### src/rtl/uart_rx_fifo.sv
// ---------------------------------------------------------------------------
// uart_rx_fifo
//   Receive-side buffer that sits directly after a UART receiver. Each rising
//   edge of the receiver's byte-complete strobe stores one byte in a circular
//   FIFO. Bytes are handed to the system side with a first-word fall-through
//   valid/ready interface. The block also reports the fill level and keeps a
//   sticky overflow flag for bytes dropped while the buffer was full.
//
// Handshake: o_valid/o_data describe the head entry. An entry is consumed at
//   a rising i_clk edge where o_valid & i_ready. o_valid does not depend on
//   i_ready. Asserting i_ready while o_valid is low has no effect.
//
// Ports
//   i_clk           system clock
//   i_reset         asynchronous, active-high reset
//   i_wr            byte-complete strobe (from a divided clock, any length)
//   i_data          received byte, stable while i_wr is high
//   o_valid         head entry present
//   o_data          head entry, zero while empty
//   i_ready         consumer accepts head entry
//   o_count         number of stored entries, 0..DEPTH
//   o_full          o_count == DEPTH
//   o_overflow      sticky: a byte arrived while full and was dropped
//   i_clr_overflow  synchronous clear of o_overflow (a new drop wins)
// ---------------------------------------------------------------------------
module uart_rx_fifo #(
  parameter  int DATA_WIDTH = 8,
  parameter  int DEPTH      = 16,
  localparam int ADDR_WIDTH = $clog2(DEPTH)
) (
  input  logic                  i_clk,
  input  logic                  i_reset,
  input  logic                  i_wr,
  input  logic [DATA_WIDTH-1:0] i_data,
  output logic                  o_valid,
  output logic [DATA_WIDTH-1:0] o_data,
  input  logic                  i_ready,
  output logic [ADDR_WIDTH:0]   o_count,
  output logic                  o_full,
  output logic                  o_overflow,
  input  logic                  i_clr_overflow
);

  // i_wr synchroniser (s1, s2) plus the edge-detect history flop (s3).
  // All three reset to 1 so a strobe held high across reset release is not
  // mistaken for a new byte.
  logic wr_s1_q, wr_s2_q, wr_s3_q;

  logic [ADDR_WIDTH-1:0] head_q, head_d;
  logic [ADDR_WIDTH-1:0] tail_q, tail_d;
  logic [ADDR_WIDTH:0]   count_q, count_d;
  logic                  overflow_q, overflow_d;
  logic [DATA_WIDTH-1:0] mem_q [DEPTH];

  logic push;
  logic pop;
  logic full;
  logic do_write;
  logic drop;

  assign push = wr_s2_q & ~wr_s3_q;
  assign full = (count_q == (ADDR_WIDTH+1)'(DEPTH));
  assign pop  = (count_q != '0) & i_ready;

  // A pop in the same cycle frees a slot, so a push into a full FIFO is
  // still accepted when the head is being consumed.
  assign do_write = push & (~full | pop);
  assign drop     = push & full & ~pop;

  always_comb begin
    head_d     = head_q;
    tail_d     = tail_q;
    count_d    = count_q;
    overflow_d = overflow_q;

    if (pop) begin
      head_d = head_q + ADDR_WIDTH'(1);
    end
    if (do_write) begin
      tail_d = tail_q + ADDR_WIDTH'(1);
    end

    case ({do_write, pop})
      2'b10:   count_d = count_q + (ADDR_WIDTH+1)'(1);
      2'b01:   count_d = count_q - (ADDR_WIDTH+1)'(1);
      default: count_d = count_q;
    endcase

    // Set has priority over clear.
    if (i_clr_overflow) begin
      overflow_d = 1'b0;
    end
    if (drop) begin
      overflow_d = 1'b1;
    end
  end

  always_ff @(posedge i_clk or posedge i_reset) begin
    if (i_reset) begin
      wr_s1_q    <= 1'b1;
      wr_s2_q    <= 1'b1;
      wr_s3_q    <= 1'b1;
      head_q     <= '0;
      tail_q     <= '0;
      count_q    <= '0;
      overflow_q <= 1'b0;
    end else begin
      wr_s1_q    <= i_wr;
      wr_s2_q    <= wr_s1_q;
      wr_s3_q    <= wr_s2_q;
      head_q     <= head_d;
      tail_q     <= tail_d;
      count_q    <= count_d;
      overflow_q <= overflow_d;
    end
  end

  // Storage carries no reset; stale contents are never visible because
  // o_data is forced to zero whenever the count is zero.
  always_ff @(posedge i_clk) begin
    if (do_write) begin
      mem_q[tail_q] <= i_data;
    end
  end

  assign o_valid    = (count_q != '0);
  assign o_data     = o_valid ? mem_q[head_q] : '0;
  assign o_count    = count_q;
  assign o_full     = full;
  assign o_overflow = overflow_q;

endmodule

### config.mk
export PLATFORM = sky130hd
export DESIGN_NAME = uart_rx_fifo
export DESIGN_NICKNAME = d
export VERILOG_FILES = /design/src/rtl/uart_rx_fifo.sv
export SDC_FILE = /design/constraint.sdc
export NUM_CORES = 1
export LEC_CHECK = 0
export ABC_CLOCK_PERIOD_IN_PS = 3300
export BUFFER_PORTS_ARGS = -buffer_cell sky130_fd_sc_hd__buf_2
export CAP_MARGIN = 20
export CORE_UTILIZATION = 45
export DETAILED_ROUTE_END_ITERATION = 7
export GPL_TIMING_DRIVEN = 0
export PLACE_DENSITY = 0.63
export SLEW_MARGIN = 20
export SYNTH_ARGS = -nofsm -noshare
export SYNTH_HDL_FRONTEND = slang
export SYNTH_SLANG_ARGS = --single-unit
### constraint.sdc
create_clock -name i_clk -period 3.3 [get_ports i_clk]
set_input_delay 0.66 -clock i_clk [delete_from_list [all_inputs] [get_ports i_clk]]
set_output_delay 0.66 -clock i_clk [all_outputs]
set_load 0.03 [all_outputs]
* Word level (Yosys, flattened, before mapping)
Memories as Yosys holds them, arrays and structs flattened.
Index checks and enable logic that the tools add are counted.
** Word-level totals
- Input port bits :: 13
- Register bits after elaboration :: 17
- Memories :: 1
- Memory bits (writable) :: 128
- Logic and storage cells :: 33
- Output and inout bits :: 16
** Memories
- mem_q :: words 16, width 8, rd ports 1, clocked after Yosys merged registers in 0, write ports 1, line 53 : logic [DATA_WIDTH-1:0] mem_q [DEPTH];
** Operators by class
- Eq/ne operators :: 3
- Bitwise gates (word level) :: 9
- $add $sub $neg :: 4
- Reduce and logical (&&, ||, !) cells :: 3
- Mux-type cells :: 6
** Operators by type and width (number)
- case mux 5 bit (2 select lines) :: 1
- adder 4 x 1 -> 4 bit (second input constant) :: 2
- 2-to-1 mux 8 bit :: 1
- adder 5 x 1 -> 5 bit (second input constant) :: 1
- AND 1 bit :: 5
- == test 5 bit (second input constant) :: 1
- nonzero test 5 bit :: 1
- subtractor 5 x 1 -> 5 bit (second input constant) :: 1
- 2-to-1 mux 1 bit :: 4
- nonzero test 2 bit :: 2
- inverter 1 bit :: 3
- == test 2 x 1 -> 1 bit (second input constant) :: 1
- == test 2 bit (second input constant) :: 1
- OR 1 bit :: 1

* Depth between registers and ports, before layout
Gate-level depths: netlist of run 1.
- Word-level depth :: 6
- Depth in mapped cells :: 8
- Mapped depth without buffers :: 7

* Least setup slack after synthesis of run 1
OpenSTA, ideal clock, no wires.
- Kind :: flip-flop to flip-flop
- Start :: register wr_s2_q
- End :: memory mem_q[3][0], enable pin
- Clock period less this slack :: 2523 ps
- Setup time :: 395 ps
- Data required time :: 2905 ps
- Arrival :: 2129 ps
- Path buffers :: 2
- Slack :: 777 ps
- Cell stages (with the launch flop) :: 6
- Path through :: dfstp_2 > nor2b_1 > clkbuf_1 > o31ai_4 > buf_6 > nor4_1
** Between the ends
- Cells in the longest elaborated chain, start to end :: 4
** Ends and longest elaborated chain
- start, declared :: line 47 : logic wr_s1_q, wr_s2_q, wr_s3_q;
- start signal, assigned :: line 109 : wr_s2_q <= wr_s1_q;
- AND 1 bit :: line 61 : assign push = wr_s2_q & ~wr_s3_q;
- AND 1 bit :: line 67 : assign do_write = push & (~full | pop);
- 2-to-1 mux 1 bit :: line 121 : if (do_write) begin
- 2-to-1 mux 1 bit (not written as such) :: line 122 : mem_q[tail_q] <= i_data;
- end, declared :: line 53
No other way between the ends.

* Final worst setup path of run 1
- Start :: register head_q[1]
- End :: output port o_data[7]
** Between the ends
- Cells in the longest elaborated chain, start to end :: 2
** Ends and longest elaborated chain
- start, declared :: line 49 : logic [ADDR_WIDTH-1:0] head_q, head_d;
- start signal, assigned :: line 103 : head_q <= '0;
- start signal, assigned :: line 111 : head_q <= head_d;
- memory (16 x 8 bit)
- 2-to-1 mux 8 bit :: line 127 : assign o_data = o_valid ? mem_q[head_q] : '0;
- end, declared :: line 36 : output logic [DATA_WIDTH-1:0] o_data,
No other way between the ends.

==> qor.yml, run 1 <==
crit_path_start_kind: "flip-flop"
design_area_sq_um: 6920
gr-total-overflow: 0
fin_crit_sh_pct: 95.4
cts_tree: "yes"
fp.dieArea_sq_um: 13600
grt_max_degree: 18
fp.dieW_microns: 117
hpwl_mm: 7.84
syn_area_per_cell_sq_um: 19.1
cpPeakStageDelay_ps: 540
cts_buffers: 17
insertion_delay_ps: 420
synth-seq-area-share_pct: 72.2
cp.arrival_ps: 2490
synthArstFlopShare_pct: 11.7
drc: 0
cp_slowest_cell: "mux4_2"
rsz0062_at_grt: "false"
relSlewSlack_pct: 47.9
crit_path_cell_trace: "buf_4 -> buf_12 -> mux4_2 -> mux2_2 -> o21ai_0 -> a21oi_1 -> buf_2"
status: "completed"
clock-root-buffer: "clkbuf_16"
drv_slew: 0
path_max_fanout: 10
synth-edff-count: 128
final_cells: 542
worst_slew_pin_slew_ps: 778
gp_congestion: 0.814
nets: 376
final.min_clock_period_ps: 3150
route.final.wire_length_mm: 11.5
htree_levels: 4
hold_path.class: "primary input to async pin"
die_h_microns: 117
fmax_mhz: 318
clkTransAtPathRegs_ps: 60
pin_count: 29
antenna_cells: 0
skew_ps: 6.57
area_growth_pct: 16.8
regArea_sq_um: 4270
synth_cells: 310
critPathKind: "flip-flop to output port"
finalSetupViolCount: 0
wire_per_inst_microns: 21.1
worstSetupEndpointType: "output port"
ys_warn_count: 0
fillers: 1020
synth_ff_type: "edfxtp_1"
netlist_area_sq_um: 5920
ys_ff_latch: 145
synthDistinctLibCells: 35
cts_buffer_depth: 2
routed_via_density: 5.43
core_sq_um: 12700
powerDensity_nw_per_um2: 906
rows: 41
first_iter_violations: 234
mostFrequentLayoutCell: "edfxtp_1"
syn_nets: 329
peakVddDrop_mv: 0.631
fin_setup_tns_ps: 0
ant_nets: 0
place_inst: 511
gr-usage-all-layers_pct: 19.0
hold_viol: 0
post-cts-setup-buffers: 0
vias: 2943
hold_buffers: 0
place_area_sq_um: 6310
first_pass_iters: 4
first_global_vias: 3066
drive_above_1_share_pct: 33.2
r2r-start: "wr_s2_q"
multiInputGateArea_sq_um: 1550
grt_pass1_wl_mm: 17.5
grt_antenna_before_repair: 0
maxCapViolCount: 0
p_leak_nw: 2.37
initial_utilization_pct: 46.5
critPathRequiredTime_ps: 2640
cp-startpoint: "head_q[1]"
portBuffers: 28
cts_sinks: 145
final_cell_mix: "edfxtp_1 (128), buf_2 (32), mux4_2 (32), clkbuf_16 (17), dfrtp_1 (14)"
synthesized netlist by cell type, drive strengths merged (3+ instances only):
library cell / number / area [sq um]
xnor2: 8 / 70.1
and2: 3 / 18.8
inv: 7 / 26.3
mux2: 10 / 113
mux4: 32 / 721
xor2: 4 / 35.0
edfxtp: 128 / 3840
dfrtp: 14 / 350
ha: 6 / 75.1
nor3: 7 / 35.0
buf: 11 / 75.1
nand3: 6 / 30.0
dfstp: 3 / 78.8
clkbuf: 6 / 22.5
and3: 6 / 37.5
nand2: 8 / 30.0
nor2: 10 / 37.5
o21ai: 8 / 40.0
mux2i: 10 / 100
a21oi: 9 / 45.0
through the flow:
| stage | power, mW | worst slack, ps | util (%) | hold WS [ps] |
|---|---|---|---|---|
| 6_report | 6.27 | 151 | 54.4 | 336 |
| 5_1_grt | 6.57 | 19.6 | 54.4 | 328 |
| 4_1_cts | 6.30 | 27.9 | 54.2 | 318 |
| 3_5_place_dp | 4.40 | 370 | 49.6 | 354 |
| 3_3_place_gp | 4.35 | 10.6 | 49.3 | 346 |
| 2_1_floorplan | 3.81 | 777 | - | 345 |
final timing paths:
check / to / slack (ps) / cells past startpoint
worst max-delay path: o_data[7] / 150 / 7
worst min-delay path: o_overflow / 340 / 2
worst max register to register: mem_q[8][2] / 770 / 5
worst min register to register: wr_s2_q / 360 / 0
max in group asynchronous: o_count[2] / 2510 / 2
min in group i_clk: wr_s1_q / 340 / 1
state kept, by name (all words and copies together), names as in the netlist:
register,flops
wr_s2_q,1
o_count,5
head_q,4
mem_q,128
tail_q,4
o_overflow,1
wr_s3_q,1
wr_s1_q,1
logic make-up (layout without fill, tap and decap cells):
| logic type | Yosys count | after routing | synth area share (%) |
|---|---|---|---|
| mux | 52 | 52 | 15.8 |
| compound gates | 25 | 25 | 2.83 |
| flops | 145 | 145 | 72.2 |
| fa+ha+maj | 6 | 6 | 1.27 |
| xor+xnor | 12 | 12 | 1.78 |
| simple gates | 46 | 46 | 4.08 |
| buf+inv | 24 | 84 | 2.09 |
layout make-up:
cell class / instances / area share, %
Buffer: 16 / 1.63
Clock buffer: 17 / 6.15
Clock inverter: 15 / 2.41
Inverter: 7 / 0.380
Multi-Input combinational cell: 141 / 22.4
Sequential cell: 145 / 61.8
Tap cell: 172 / 3.11
Timing Repair Buffer: 29 / 2.13
layer usage:
metal | part of all wire [%] | global-route usage [%] | wire [microns] | vias to the layer above
li1 | - | - | - | 1338
met2 | 52 | 30.7 | 5920 | 46
met4 | 2.0 | 8.69 | 231 | 0
met1 | 42 | 24.4 | 4840 | 1540
met5 | 0 | 0 | 0 | -
met3 | 4.0 | 4.67 | 463 | 19
power breakdown:
group          switching [mW]  internal, mW  total [mW]
clock network           0.720          1.18        1.90
logic                    1.22         0.861        2.08
registers               0.114          2.17        2.28
total                    2.06          4.21        6.27
worst max-delay path, delay by kind of cell (launching register included):
| family | cells | cell delay (ps) |
|---|---|---|
| mux | 2 | 830 |
| buf+inv | 3 | 580 |
| flops | 1 | 360 |
| compound gates | 2 | 290 |
what timing repair did:
| action | in CTS | in global routing |
|---|---|---|
| pin swaps | 0 | 0 |
| resized for setup | 2 | 6 |
| endpoints found under the setup margin | 8 | 6 |
Power figures use the tool's default switching activity.
==> run 2: changes to the inputs <==
--- a/config.mk
+++ b/config.mk
@@ -8,10 +8,10 @@
 export ABC_CLOCK_PERIOD_IN_PS = 3300
 export BUFFER_PORTS_ARGS = -buffer_cell sky130_fd_sc_hd__buf_2
 export CAP_MARGIN = 20
-export CORE_UTILIZATION = 45
+export CORE_UTILIZATION = 38
 export DETAILED_ROUTE_END_ITERATION = 7
 export GPL_TIMING_DRIVEN = 0
-export PLACE_DENSITY = 0.63
+export PLACE_DENSITY = 0.55
 export SLEW_MARGIN = 20
 export SYNTH_ARGS = -nofsm -noshare
 export SYNTH_HDL_FRONTEND = slang
==> run 2 against run 1 <==
Effect of this change:
- critical path depth unchanged
- clock skew up 1.5 ps
- cell area about the same
- setup slack better by 8.6 ps
- sequential power about the same
- core utilization down 8.8 points
- combinational power about the same
- clock power about the same
- sequential cell count unchanged
- critical path type unchanged
==> qor.yml, run 2 (synthesized netlist as in run 1, its figures left out) <==
grt_use_met3_pct: 4.18  # -0.50 points
post-cts-setup-buffers: 0  # unchanged
ant_nets: 0  # unchanged
drive_above_1_share_pct: 33.3  # +0.090 points
cts_buffer_depth: 2  # unchanged
drv_slew: 0  # unchanged
die_h_microns: 127  # +8.7%
fmax_mhz: 318  # +0.27%
hold_path.class: "primary input to flip-flop"
crit_path_start_kind: "flip-flop"
mostFrequentLayoutCell: "edfxtp_1"
final_cells: 557  # +2.8%
use_met1_pct: 20.5  # -3.8 points
portBuffers: 28  # unchanged
p_leak_nw: 2.36  # -0.45%
final.min_clock_period_ps: 3140  # -8.60 ps
cp_slowest_cell: "mux4_2"
powerDensity_nw_per_um2: 904  # -0.25%
cts_buffers: 17  # unchanged
fillers: 1284  # +26%
fin_crit_sh_pct: 95.2  # -0.26 points
area_growth_pct: 16.9  # about the same
skew_ps: 8.04  # +1.47 ps
regArea_sq_um: 4270  # unchanged
grt_max_degree: 18  # unchanged
pin_count: 29  # unchanged
antenna_cells: 0  # unchanged
power.total_mw: 6.26  # -0.16%
top_register: "mem_q"
grt_antenna_before_repair: 0  # unchanged
peakVddDrop_mv: 0.455  # -28%
maxCapViolCount: 0  # unchanged
routed_via_density: 5.23  # -3.6%
final_cell_mix: "edfxtp_1 (128), buf_2 (32), mux4_2 (32), clkbuf_16 (17), dfrtp_1 (14)"
rows: 45  # +9.8%
core_sq_um: 15200  # +19%
crit_path_cell_trace: "buf_4 -> buf_6 -> mux4_2 -> mux2_2 -> o21ai_0 -> a21oi_1 -> buf_2"
largest_reg_flops: 128  # unchanged
cpPeakStageDelay_ps: 530  # about the same
first_global_vias: 3064  # -0.065%
worstSetupEndpointType: "output port"
gr-usage-all-layers_pct: 15.9  # -3.1 points
critPathRequiredTime_ps: 2640  # about the same
first_pass_iters: 4  # unchanged
gr-total-overflow: 0  # unchanged
grt_pass1_wl_mm: 18.0  # +3.2%
path_max_fanout: 10  # unchanged
hold_buffers: 0  # unchanged
design_area_sq_um: 6920  # about the same
timing.critical_path.buf_inv: 3  # unchanged
insertion_delay_ps: 410  # about the same
cts_sinks: 145  # unchanged
finalSetupViolCount: 0  # unchanged
nets: 375  # -0.27%
fp.dieArea_sq_um: 16100  # +18%
initial_utilization_pct: 38.9  # -7.6 points
wire_per_inst_microns: 21.0  # -0.37%
fin_util_pct: 45.5  # -8.8 points
grt_util_met2_pct: 25.9  # -4.7 points
status: "completed"
clock-root-buffer: "clkbuf_16"
htree_levels: 4  # unchanged
hpwl_mm: 7.76  # -0.94%
fp.dieW_microns: 127  # +8.7%
route.final.wire_length_mm: 11.7  # +2.4%
cpLargestDelayFamily: "multiplexers"
multiInputGateArea_sq_um: 1550  # unchanged
gp_congestion: 0.818  # +0.55%
fin_setup_tns_ps: 0  # unchanged
vias: 2915  # -0.95%
drc: 0  # unchanged
cts_tree: "yes"
place_area_sq_um: 6330  # +0.28%
worst_slew_pin_slew_ps: 845  # +66.8 ps
place_inst: 527  # +3.1%
critPathKind: "flip-flop to output port"
hold_viol: 0  # unchanged
clkTransAtPathRegs_ps: 60  # about the same
first_iter_violations: 217  # -7.3%
grt_busiest_layer: "met2"
cp.arrival_ps: 2480  # about the same
relSlewSlack_pct: 43.5  # -4.5 points
==> run 2: area by class of cell <==
type	instances	area share (%)
Buffer	15	1.41
Clock buffer	18	6.20
Clock inverter	14	2.40
Inverter	7	0.380
Multi-Input combinational cell	141	22.4
Sequential cell	145	61.7
Tap cell	188	3.40
Timing Repair Buffer	29	2.10
==> run 2: stage by stage <==
stage / setup WS (ps) / hold WS, ps
CTS: 56.7 / 334
global route: -3.85 / 327
global placement: -79.6 / 347
floorplan: 777 / 345
finish: 160 / 349
detailed placement: 395 / 349
==> run 2: metal layers <==
layer / part of all wire, % / routed length [microns]
met1: 44 / 5170
met3: 5.0 / 582
met2: 50 / 5810
met4: 1.4 / 165
met5: 0 / 0
==> run 2: report_power, final <==
group,switching [mW],internal [mW]
clock,0.727,1.19
combinational,1.21,0.844
sequential,0.118,2.17
total,2.06,4.20
==> run 2: worst paths after layout <==
check | slack (ps) | end | startpoint | cells after the start
worst max-delay path | 160 | o_data[1] | head_q[1] | 7
worst min-delay path | 350 | wr_s1_q | i_wr | 1
worst max register to register | 630 | mem_q[3][3] | wr_s2_q | 6
worst min register to register | 360 | wr_s2_q | wr_s1_q | 0
max in group asynchronous | 2470 | head_q[3] | i_reset | 2
min in group asynchronous | 360 | o_count[3] | i_reset | 2
==> run 2: repair_timing <==
| action | in CTS | in global routing |
|---|---|---|
| setup endpoints to repair | 7 | 4 |
| gates cloned | 0 | 0 |
| resized for setup | 1 | 2 |
==> run 3: changes to the inputs <==
--- a/config.mk
+++ b/config.mk
@@ -7,11 +7,12 @@
 export LEC_CHECK = 0
 export ABC_CLOCK_PERIOD_IN_PS = 3300
 export BUFFER_PORTS_ARGS = -buffer_cell sky130_fd_sc_hd__buf_2
-export CAP_MARGIN = 20
+export CORE_MARGIN = 2
 export CORE_UTILIZATION = 38
 export DETAILED_ROUTE_END_ITERATION = 7
 export GPL_TIMING_DRIVEN = 0
 export PLACE_DENSITY = 0.55
+export REMOVE_ABC_BUFFERS = 1
 export SLEW_MARGIN = 20
 export SYNTH_ARGS = -nofsm -noshare
 export SYNTH_HDL_FRONTEND = slang
==> run 3 against run 2 <==
Effect of this change:
- critical path depth shrank 1
- cell area grew 0.14%
- sequential cell count is the same
- sequential share of layout area is essentially flat
- first-iteration DRC count shrank 0.92%
- critical endpoint unchanged
- combinational power shrank 14%
- clock power grew 5%
- core utilization grew 0.066 points
- global-route usage shrank 0.86 points
- register-to-register slack lost 140 ps
- largest cell class unchanged
- fmax is essentially flat
- wire length shrank 3.1%
==> qor.yml, run 3 (synthesized netlist as in run 1, its figures left out) <==
core_sq_um: 15200  # unchanged
nets: 366  # -2.4%
critPathKind: "flip-flop to output port"
clock-root-buffer: "clkbuf_16"
grt_pass1_wl_mm: 17.5  # -2.8%
final_cell_mix: "edfxtp_1 (128), mux4_2 (32), buf_2 (29), clkbuf_16 (17), dfrtp_1 (11)"
grt_antenna_before_repair: 0  # unchanged
pin_count: 29  # unchanged
use_met1_pct: 20.0  # -0.53 points
cp-startpoint: "head_q[1]"
hold_path.class: "primary input to async pin"
fin_util_pct: 45.6  # +0.066 points
insertion_delay_ps: 430  # +20 ps
share_comb_of_total_power_pct: 28.3  # -4.6 points
worstSetupEndpointType: "output port"
maxCapViolCount: 0  # unchanged
drive_above_1_share_pct: 33.6  # +0.28 points
grt_util_met2_pct: 23.1  # -2.8 points
critPathRequiredTime_ps: 2640  # about the same
fp.dieW_microns: 129  # +1.6%
rsz0062_at_grt: "false"
hold_viol: 0  # unchanged
grt_busiest_layer: "met2"
routed_via_density: 5.31  # +1.4%
design_area_sq_um: 6930  # +0.14%
clkTransAtPathRegs_ps: 60  # about the same
worst_slew_pin_slew_ps: 937  # +91.8 ps
rows: 45  # unchanged
hold_buffers: 0  # unchanged
skew_ps: 11.1  # +3.06 ps
fin_crit_sh_pct: 95.1  # about the same
htree_levels: 4  # unchanged
cp.arrival_ps: 2480  # about the same
first_pass_iters: 4  # unchanged
ant_nets: 0  # unchanged
p_leak_nw: 2.36  # -0.11%
cts_sinks: 145  # unchanged
powerDensity_nw_per_um2: 907  # +0.36%
portBuffers: 28  # unchanged
final.min_clock_period_ps: 3140  # -2.21 ps
cell_internal_pwr_mw: 4.27  # +1.8%
mostFrequentLayoutCell: "edfxtp_1"
place_area_sq_um: 6300  # -0.38%
cts_tree: "yes"
peakVddDrop_mv: 0.439  # -3.6%
vias: 2909  # -0.21%
first_iter_violations: 215  # -0.92%
status: "completed"
power.switching_mw: 2.01  # -2.2%
p_sw_share_pct: 32.0  # -0.87 points
fmax_mhz: 319  # about the same
top_register: "mem_q"
antenna_cells: 0  # unchanged
gr-total-overflow: 0  # unchanged
route.final.wire_length_mm: 11.4  # -3.1%
gp_congestion: 0.743  # -9.2%
first_global_vias: 2973  # -3.0%
relSlewSlack_pct: 37.3  # -6.1 points
die_h_microns: 129  # +1.6%
finalSetupViolCount: 0  # unchanged
gr-usage-all-layers_pct: 15.0  # -0.86 points
clock_power_share_pct: 31.8  # +1.2 points
pwr-share-seq_pct: 39.9  # +3.3 points
grt_use_met3_pct: 4.91  # +0.73 points
initial_utilization_pct: 38.9  # unchanged
path_max_fanout: 20  # +10
fp.dieArea_sq_um: 16600  # +3.2%
area_growth_pct: 17.1
r2r-start: "wr_s2_q"
crit_path_start_kind: "flip-flop"
cts_buffer_depth: 2  # unchanged
hpwl_mm: 6.98  # -10%
drc: 0  # unchanged
drv_slew: 0  # unchanged
wire_per_inst_microns: 20.7  # -1.5%
largest_reg_flops: 128  # unchanged
grt_max_degree: 26  # +8
cts_buffers: 17  # unchanged
-- run 3: metal layers --
metal,vias to the layer above,wire length [microns]
li1,1319,-
met1,1528,5190
met2,47,5570
met3,15,407
met4,0,194
met5,-,0
-- run 3: repair_timing --
action | 4_1_cts | 5_1_grt
setup buffers | 1 | 0
setup endpoints to repair | 5 | 4
gates cloned | 0 | 0
gates resized for setup | 1 | 1
-- run 3: critical path: stages (launching register included) --
cell	delay, ps
dfrtp_4	440
buf_12	210
mux4_2	540
mux2_2	270
o21ai_0	300
a21oi_1	70
buf_2	210
-- run 3: final cells by class --
type	instances	area, sq um
timing repair buffer	35	223
clock inverter	13	184
inverter	7	26.3
sequential	145	4280
tap	188	235
multi-input combinational	141	1550
fill	1301	8270
clock buffer	19	433
-- run 3: final timing paths --
path	end	slack [ps]	cells after the start
min in group i_clk	wr_s1_q	340	1
max	o_data[1]	160	6
max in group asynchronous	head_q[1]	2480	2
max reg2reg	mem_q[0][5]	490	4
min reg2reg	wr_s2_q	360	0
min	o_count[2]	320	2
-- run 3: metrics by stage --
stage               setup WS [ps]  total power [mW]  cells  TNS (ps)  hold WS, ps
floorplan                     292              3.73    293         0          345
detailed placement            321              4.33    515         0          349
CTS                          2.13              6.36    548         0          319
global placement             -720              4.26    509     -8370          347
global route                 31.7              6.59    548         0          315
finish                        162              6.29    548         0          323
-- run 3: power by group through the flow --
stage                     clock, mW  combinational [mW]  sequential [mW]
after detailed placement          0                1.75             2.58
after floorplan                   0                1.15             2.58
after CTS                      2.04                1.81             2.51
after global routing           2.12                1.92             2.55
after global placement            0                1.57             2.68
final                          2.00                1.78             2.51
